==> src/rtl/glyph_scroll_ctrl.sv <==
// Message sequencer for a column-scanned glyph display: stores host characters, walks them
// through an external sync char ROM and streams column bytes with a blank gap between passes.
// Latency: col_out/col_valid register the ROM byte one cycle after its address; no backpressure.
//
// Ports:
//   clk, rst_n            display clock, synchronous active-low reset
//   wr_en, wr_char        append one character to the message (ignored unless idle or when full)
//   clr                   empty the message and abort any scan
//   run                   level scan enable; a scan stops on a character (or gap) boundary
//   rom_char, rom_col     character ROM address, {char code, column}
//   rom_data              ROM byte, valid the cycle after its address
//   col_out, col_valid    column byte stream (glyph columns, then zero gap columns)
//   frame_start           pulses with column 0 of character 0 of every pass
//   msg_len, full, busy   message length, buffer full, scanner active
module glyph_scroll_ctrl #(
  parameter int WORD_COUNT = 32,
  parameter int CHAR_W     = 6,
  parameter int COLS       = 8,
  parameter int GAP_COLS   = 8
) (
  input  logic                    clk,
  input  logic                    rst_n,
  input  logic                    wr_en,
  input  logic [CHAR_W-1:0]       wr_char,
  input  logic                    clr,
  input  logic                    run,
  output logic [CHAR_W-1:0]       rom_char,
  output logic [$clog2(COLS)-1:0] rom_col,
  input  logic [7:0]              rom_data,
  output logic [7:0]              col_out,
  output logic                    col_valid,
  output logic                    frame_start,
  output logic [5:0]              msg_len,
  output logic                    full,
  output logic                    busy
);

  localparam int COL_W = $clog2(COLS);
  localparam int IDX_W = $clog2(WORD_COUNT);
  localparam int LEN_W = 7;
  localparam int GAP_W = (GAP_COLS > 1) ? $clog2(GAP_COLS) : 1;

  localparam logic [COL_W-1:0] COL_LAST = COL_W'(COLS - 1);
  localparam logic [GAP_W-1:0] GAP_LAST = GAP_W'((GAP_COLS > 0) ? GAP_COLS - 1 : 0);
  localparam logic [LEN_W-1:0] LEN_MAX  = LEN_W'(WORD_COUNT);

  typedef enum logic [1:0] {
    ST_IDLE = 2'd0,
    ST_SCAN = 2'd1,
    ST_GAP  = 2'd2
  } state_e;

  // Message storage; contents are don't-care until written.
  logic [CHAR_W-1:0] msg_buf_q [WORD_COUNT];
  logic              buf_we;
  logic [IDX_W-1:0]  buf_waddr;

  state_e            state_q,   state_d;
  logic [LEN_W-1:0]  msg_len_q, msg_len_d;
  logic [IDX_W-1:0]  ci_q,      ci_d;
  logic [COL_W-1:0]  cc_q,      cc_d;
  logic [GAP_W-1:0]  gap_q,     gap_d;

  // Stage 1 tags the cycle in which the ROM is producing the byte for the address issued
  // the cycle before; stage 2 is the registered output.
  logic              s1_vld_q,  s1_vld_d;
  logic              s1_gap_q,  s1_gap_d;
  logic              s1_fs_q,   s1_fs_d;
  logic [7:0]        col_out_q, col_out_d;
  logic              col_vld_q, col_vld_d;
  logic              fs_q,      fs_d;

  logic              full_w;
  logic              last_char;

  assign full_w    = (msg_len_q == LEN_MAX);
  // ci is the last stored character when ci + 1 == msg_len (no underflow at msg_len 0).
  assign last_char = ((LEN_W'(ci_q) + LEN_W'(1)) == msg_len_q);
  assign buf_waddr = msg_len_q[IDX_W-1:0];

  always_comb begin
    state_d   = state_q;
    msg_len_d = msg_len_q;
    ci_d      = ci_q;
    cc_d      = cc_q;
    gap_d     = gap_q;
    buf_we    = 1'b0;
    s1_vld_d  = 1'b0;
    s1_gap_d  = 1'b0;
    s1_fs_d   = 1'b0;
    col_vld_d = s1_vld_q;
    fs_d      = s1_fs_q;
    col_out_d = (s1_vld_q && !s1_gap_q) ? rom_data : 8'h00;

    case (state_q)
      ST_IDLE: begin
        if (wr_en && !full_w) begin
          buf_we    = 1'b1;
          msg_len_d = msg_len_q + LEN_W'(1);
        end
        if (run && (msg_len_q != '0)) begin
          state_d = ST_SCAN;
          ci_d    = '0;
          cc_d    = '0;
        end
      end

      ST_SCAN: begin
        s1_vld_d = 1'b1;
        s1_fs_d  = (ci_q == '0) && (cc_q == '0);
        if (cc_q == COL_LAST) begin
          // Character boundary: the only point where run is honoured in SCAN.
          cc_d = '0;
          if (last_char) begin
            ci_d = '0;
            if (!run) begin
              state_d = ST_IDLE;
            end else if (GAP_COLS == 0) begin
              state_d = ST_SCAN;
            end else begin
              state_d = ST_GAP;
              gap_d   = '0;
            end
          end else begin
            ci_d = ci_q + IDX_W'(1);
            if (!run) begin
              state_d = ST_IDLE;
            end
          end
        end else begin
          cc_d = cc_q + COL_W'(1);
        end
      end

      ST_GAP: begin
        s1_vld_d = 1'b1;
        s1_gap_d = 1'b1;
        if (gap_q == GAP_LAST) begin
          gap_d   = '0;
          ci_d    = '0;
          cc_d    = '0;
          state_d = run ? ST_SCAN : ST_IDLE;
        end else begin
          gap_d = gap_q + GAP_W'(1);
        end
      end

      default: begin
        state_d = ST_IDLE;
      end
    endcase

    // Clear flushes the message and the whole column pipeline; a simultaneous write is lost.
    if (clr) begin
      state_d   = ST_IDLE;
      msg_len_d = '0;
      ci_d      = '0;
      cc_d      = '0;
      gap_d     = '0;
      buf_we    = 1'b0;
      s1_vld_d  = 1'b0;
      s1_gap_d  = 1'b0;
      s1_fs_d   = 1'b0;
      col_vld_d = 1'b0;
      fs_d      = 1'b0;
      col_out_d = 8'h00;
    end
  end

  always_ff @(posedge clk) begin
    if (buf_we) begin
      msg_buf_q[buf_waddr] <= wr_char;
    end
  end

  always_ff @(posedge clk) begin
    if (!rst_n) begin
      state_q   <= ST_IDLE;
      msg_len_q <= '0;
      ci_q      <= '0;
      cc_q      <= '0;
      gap_q     <= '0;
      s1_vld_q  <= 1'b0;
      s1_gap_q  <= 1'b0;
      s1_fs_q   <= 1'b0;
      col_out_q <= 8'h00;
      col_vld_q <= 1'b0;
      fs_q      <= 1'b0;
    end else begin
      state_q   <= state_d;
      msg_len_q <= msg_len_d;
      ci_q      <= ci_d;
      cc_q      <= cc_d;
      gap_q     <= gap_d;
      s1_vld_q  <= s1_vld_d;
      s1_gap_q  <= s1_gap_d;
      s1_fs_q   <= s1_fs_d;
      col_out_q <= col_out_d;
      col_vld_q <= col_vld_d;
      fs_q      <= fs_d;
    end
  end

  // The ROM address is decoded from registered ci/cc; it is held at zero outside SCAN so the
  // never-reset buffer cannot leak onto the bus.
  assign rom_char    = (state_q == ST_SCAN) ? msg_buf_q[ci_q] : '0;
  assign rom_col     = cc_q;
  assign col_out     = col_out_q;
  assign col_valid   = col_vld_q;
  assign frame_start = fs_q;
  assign msg_len     = msg_len_q[5:0];
  assign full        = full_w;
  assign busy        = (state_q != ST_IDLE);

endmodule
==> config.mk <==
export PLATFORM = sky130hd
export DESIGN_NAME = glyph_scroll_ctrl
export DESIGN_NICKNAME = d
export VERILOG_FILES = /design/src/rtl/glyph_scroll_ctrl.sv
export SDC_FILE = /design/constraint.sdc
export NUM_CORES = 1
export LEC_CHECK = 0
export CORE_MARGIN = 2
export CORE_UTILIZATION = 60
export DETAILED_ROUTE_END_ITERATION = 12
export MAX_ROUTING_LAYER = met4
export PLACE_DENSITY = 0.86
export SETUP_SLACK_MARGIN = 0.2
export SYNTH_ARGS = -nofsm -noshare
export SYNTH_HDL_FRONTEND = slang
export SYNTH_SLANG_ARGS = --single-unit
==> constraint.sdc <==
create_clock -name clk -period 2.9 [get_ports clk]
set_input_delay 0.58 -clock clk [delete_from_list [all_inputs] [get_ports clk]]
set_output_delay 0.58 -clock clk [all_outputs]
set_load 0.05 [all_outputs]
**Word-level counts from Yosys, hierarchy flattened**

Memory sizes are Yosys's and may differ from the RTL's. A register that Yosys moved wholly into a read port is not among the register bits.
Index checks and enable logic that the tools add are counted.

- Mux-type cells: 32
- Equal/unequal tests: 12
- $add $sub $neg: 5
- Reductions and logical operators: 22
- Bitwise gates (word level): 3

Operators by type and width:

| kind | number |
|---|---|
| 5-bit 2-to-1 mux | 6 |
| 3-bit 2-to-1 mux | 7 |
| 5-bit case mux with 3 select lines | 1 |
| 2-bit 2-to-1 mux | 6 |
| 4-bit AND reduction | 3 |
| 2-bit inequality test, second input constant | 5 |
| 3-bit case mux with 3 select lines | 1 |
| 1-bit 2-to-1 mux | 8 |
| 7-bit by 1-bit adder with 7-bit output, second input constant | 1 |
| 6-bit by 7-bit == test with 1-bit output | 1 |
| 7-bit by 6-bit == test with 1-bit output, second input constant | 1 |
| 7-bit nonzero test | 1 |
| 3-bit by 1-bit adder with 3-bit output, second input constant | 2 |
| 5-bit by 1-bit adder with 6-bit output, second input constant | 1 |
| 3-bit == test, second input constant | 2 |
| 6-bit 2-to-1 mux | 1 |
| 2-bit case mux with 3 select lines | 1 |
| 3-bit case mux with 2 select lines | 1 |
| 3-bit OR reduction | 2 |
| 5-bit by 1-bit adder with 5-bit output, second input constant | 1 |
| 5-bit logical NOT | 1 |
| 1-bit logical AND | 4 |
| 2-bit nonzero test | 2 |
| 2-bit OR reduction | 2 |
| 10 further kinds | 13 |

- Memories kept: 1
- Logic and storage cells: 86
- RAM bits: 192
- Flip-flop bits (word level): 33

Memory list:

| name | words | bits a word | read ports | clocked after memory_dff | wr ports | line | text |
|---|---|---|---|---|---|---|---|
| msg_buf_q | 32 | 6 | 1 | 1 | 1 | 54 | `logic [CHAR_W-1:0] msg_buf_q [WORD_COUNT];` |

**Logic depth before layout (Yosys ltp)**

- Word-level depth: 8
- Mapped depth: 8
- Depth with buffers taken out: 8

**Worst setup path before layout**

OpenSTA, ideal clock, no wires.

- Kind: flip-flop to output port
- Start point: register (tool-made name)
- End point: output port rom_char[4]
- Slack: 274 ps
- Buffers on the path: 2
- Stages on the path, launching flop included: 6
- Arrival: 2046 ps
- Cells stage by stage: dfxtp_1 buf_2 buf_1 mux4_2 mux4_2 a22o_1

RTL lines:

| item | line | text |
|---|---|---|
| end, declared | 27 | `output logic [CHAR_W-1:0] rom_char,` |

==> impl_metrics.py <==
metrics = {
    "setup_path": {
        "arrival_ns": 2.71,
        "r2r-start": "msg_len_q[1]",
        "rr_worst_depth": 8,
        "cpMaxStageDelayCell": "mux4_2",
        "reg2reg_to": "msg_buf_q[15][4]",
        "end_kind": "output pin",
        "critPathMaxStageDelay_ns": 0.54,
        "critPathKind": "reg -> out",
        "critPathRequiredTime_ns": 2.32,
        "startpoint_type": "flop",
        "r2r_setup_slack_ns": 0.35,
        "crit_chain": "buf_12, buf_16, mux4_2, mux4_2, a22o_1, buf_6",
        "crit_top_cell": "mux4_2",
        "worst-path-max-fanout": 6,
    },
    "outcome": {
        "violations": "negative setup slack",
        "status": "finished, violations left",
    },
    "placed_design": {
        "gp_congestion": 0.880,
        "dp_hpwl_mm": 12.7,
        "portBuffers": 45,
    },
    "floorplan": {
        "start_util_pct": 61.4,
        "core_um2": 15100,
        "ios": 46,
        "die_h_um": 128,
        "die-area_um2": 16500,
        "die_x_um": 128,
        "rows": 45,
    },
    "cells_and_area": {
        "n_antenna_cell": 0,
        "final_common_cell": "edfxtp_1",
        "fillCellCount": 833,
        "syn_to_final_growth_pct": 19.4,
        "layout_common_cells": "edfxtp_1 (192), mux4_2 (60), nor2_1 (51)",
        "nets": 664,
        "drive_gt1_share_pct": 25.4,
    },
    "clock_network": {
        "clkTransAtPathRegs_ns": 0.06,
        "holdBufCountCts": 0,
        "cts_tree": "yes",
        "clock_path_buffers": 3,
        "cts-buffers-inserted": 23,
        "cts_htree_levels": 1,
        "clock-sinks": 230,
        "cts_root_buf": "clkbuf_16",
        "clock_latency_ns": 0.52,
    },
    "yosys": {
        "synth_edf_count": 192,
        "synth_top_area_share_pct": 62.0,
        "ys.flop_type": "edfxtp_1",
        "async_flop_share_pct": 0,
        "ys_seq_elements": 230,
        "synth_area_leader_cell": "edfxtp_1",
        "syn-num-nets": 566,
        "netlist_instances": 532,
        "ys_warn_count": 0,
        "avgSynthCellArea_um2": 17.5,
        "synthDistinctLibCells": 40,
        "synth.area.top_cells": "edfxtp_1 (62%), mux4_2 (15%), dfxtp_1 (8.2%), nor2_1 (2.1%), ha_1 (2.0%)",
        "netlist_area_um2": 9300,
        "ys_seq_area_share_pct": 70.2,
    },
    "min_path": {
        "hp-start": "s1_fs_q",
        "hold_end": "frame_start",
        "hold_depth": 1,
        "hold_path_class": "reg -> reg",
    },
    "detailed_routing": {
        "via_count": 5429,
        "drc": 0,
        "wl_mm": 22.0,
        "first_iter_violations": 635,
        "postRouteAntennaNets": 0,
        "routedWlPerCell_um": 26.4,
        "vias_per_cell": 6.51,
        "firstDrtPassIters": 6,
    },
    "timing": {
        "grt_setup_unrepaired": "true",
        "worst_pin_slew_ns": 0.814,
        "finalCriticalPeriod_ns": 3.29,
        "slew_viol_final": 0,
        "slew_headroom_pct": 45.6,
        "fin_worst_skew_ns": 0.0244,
        "whs_ns": 0.450,
        "setup_viol": 6,
        "max_freq_mhz": 304,
        "worst_slack_ns": -0.392,
        "period_share_pct": 114,
        "fin_tns_setup_ns": -2.10,
        "hold_viol": 0,
    },
    "grt": {
        "grt_pass1_vias": 5645,
        "grt_max_degree": 49,
        "overflow": 0,
        "antenna_found_initial": 0,
        "grt_pass1_wl_mm": 33.4,
        "grt_usage_pct": 28.6,
    },
    "pwr": {
        "p_leak_uw": 0.00363,
        "p_total_uw": 6600,
        "power.density_nw_per_um2": 595,
        "ir_drop_v": 0.000368,
    },
    "flow_run": {
        "maxCapViolCount": 0,
    },
}
-- layer usage --
metal	track usage [%]	up-vias	routed length (µm)
li1	-	2273	-
met1	36.2	2786	8100
met2	48.4	324	11400
met3	5.16	46	1950
met4	7.93	0	560
met5	-	-	0
-- cell families after synthesis --
group	share of synthesized area (%)
flops	70.2
buf+inv	2.27
simple gates	7.25
xor+xnor	1.13
compound gates	2.50
mux	14.6
fa+ha+maj	2.02
-- critical path: cells and delay by family (launching register included) --
family,cells,cell delay [ns]
compound gates,1,0.27
buf+inv,3,0.41
flops,1,0.44
mux,2,1.06
-- worst max path at each step --
stage / slack (ns) / from / end
after global placement: 0.21 / flop / rom_char[2]
final: -0.39 / flop / rom_char[2]
after floorplan: 0.27 / flop / rom_char[4]
after global routing: -0.44 / flop / rom_char[2]
after CTS: -0.36 / flop / rom_char[4]
after detailed placement: 0.16 / flop / rom_char[0]
-- sequential cells by signal, indices dropped and copies added, names as in the netlist, named ones only --
signal,flops
ci_q,5
col_out,8
col_valid,1
frame_start,1
gap_q,3
msg_buf_q,192
msg_len_q,7
rom_col,3
s1_fs_q,1
s1_gap_q,1
s1_vld_q,1
state_q,2
-- per-stage QoR --
step	cell area, µm²	setup slack [ns]	utilization [%]	cells
after floorplan	9300	0.274	-	532
after global placement	10200	0.207	67.6	788
after detailed placement	10200	0.155	67.6	788
after CTS	11100	-0.363	73.3	834
after global routing	11100	-0.439	73.3	834
final	11100	-0.392	73.3	834
-- power breakdown --
part	switching [µW]	internal, µW
Combinational	108	61.2
Sequential	2.99	3580
Clock	1220	1630
Total	1330	5270
-- area by class of cell --
cell class | instances | area (µm²) | area share (%)
clock buffers | 32 | 639 | 5.76
well taps | 188 | 235 | 2.12
clock inverters | 9 | 78.8 | 0.710
repair buffers | 103 | 1010 | 9.10
inverters | 11 | 41.3 | 0.372
flip-flops and latches | 230 | 6530 | 58.8
multi-input cells | 261 | 2570 | 23.1
-- synth_stat cells (all sizes together), types with 2 or more instances --
cell,count
edfxtp,192
mux4,60
nor2,51
dfxtp,38
buf,22
nand2,22
ha,15
and2,13
inv,11
a21oi,10
nand3,10
clkbuf,8
nand4,8
nor2b,8
nor3,7
a22o,6
xnor2,6
xor2,6
a31oi,5
nand2b,5
or3,5
o211ai,4
o21ai,4
a22oi,2
nand3b,2
-- what timing repair did --
| action | 4_1_cts | 5_1_grt |
|---|---|---|
| gates cloned | 3 | 0 |
| setup endpoints to repair | 8 | 187 |
| gates resized for setup | 13 | 2 |
| pin swaps | 5 | 1 |
| setup buffers | 2 | 0 |
No activity file was read; power rests on OpenSTA's default activity.
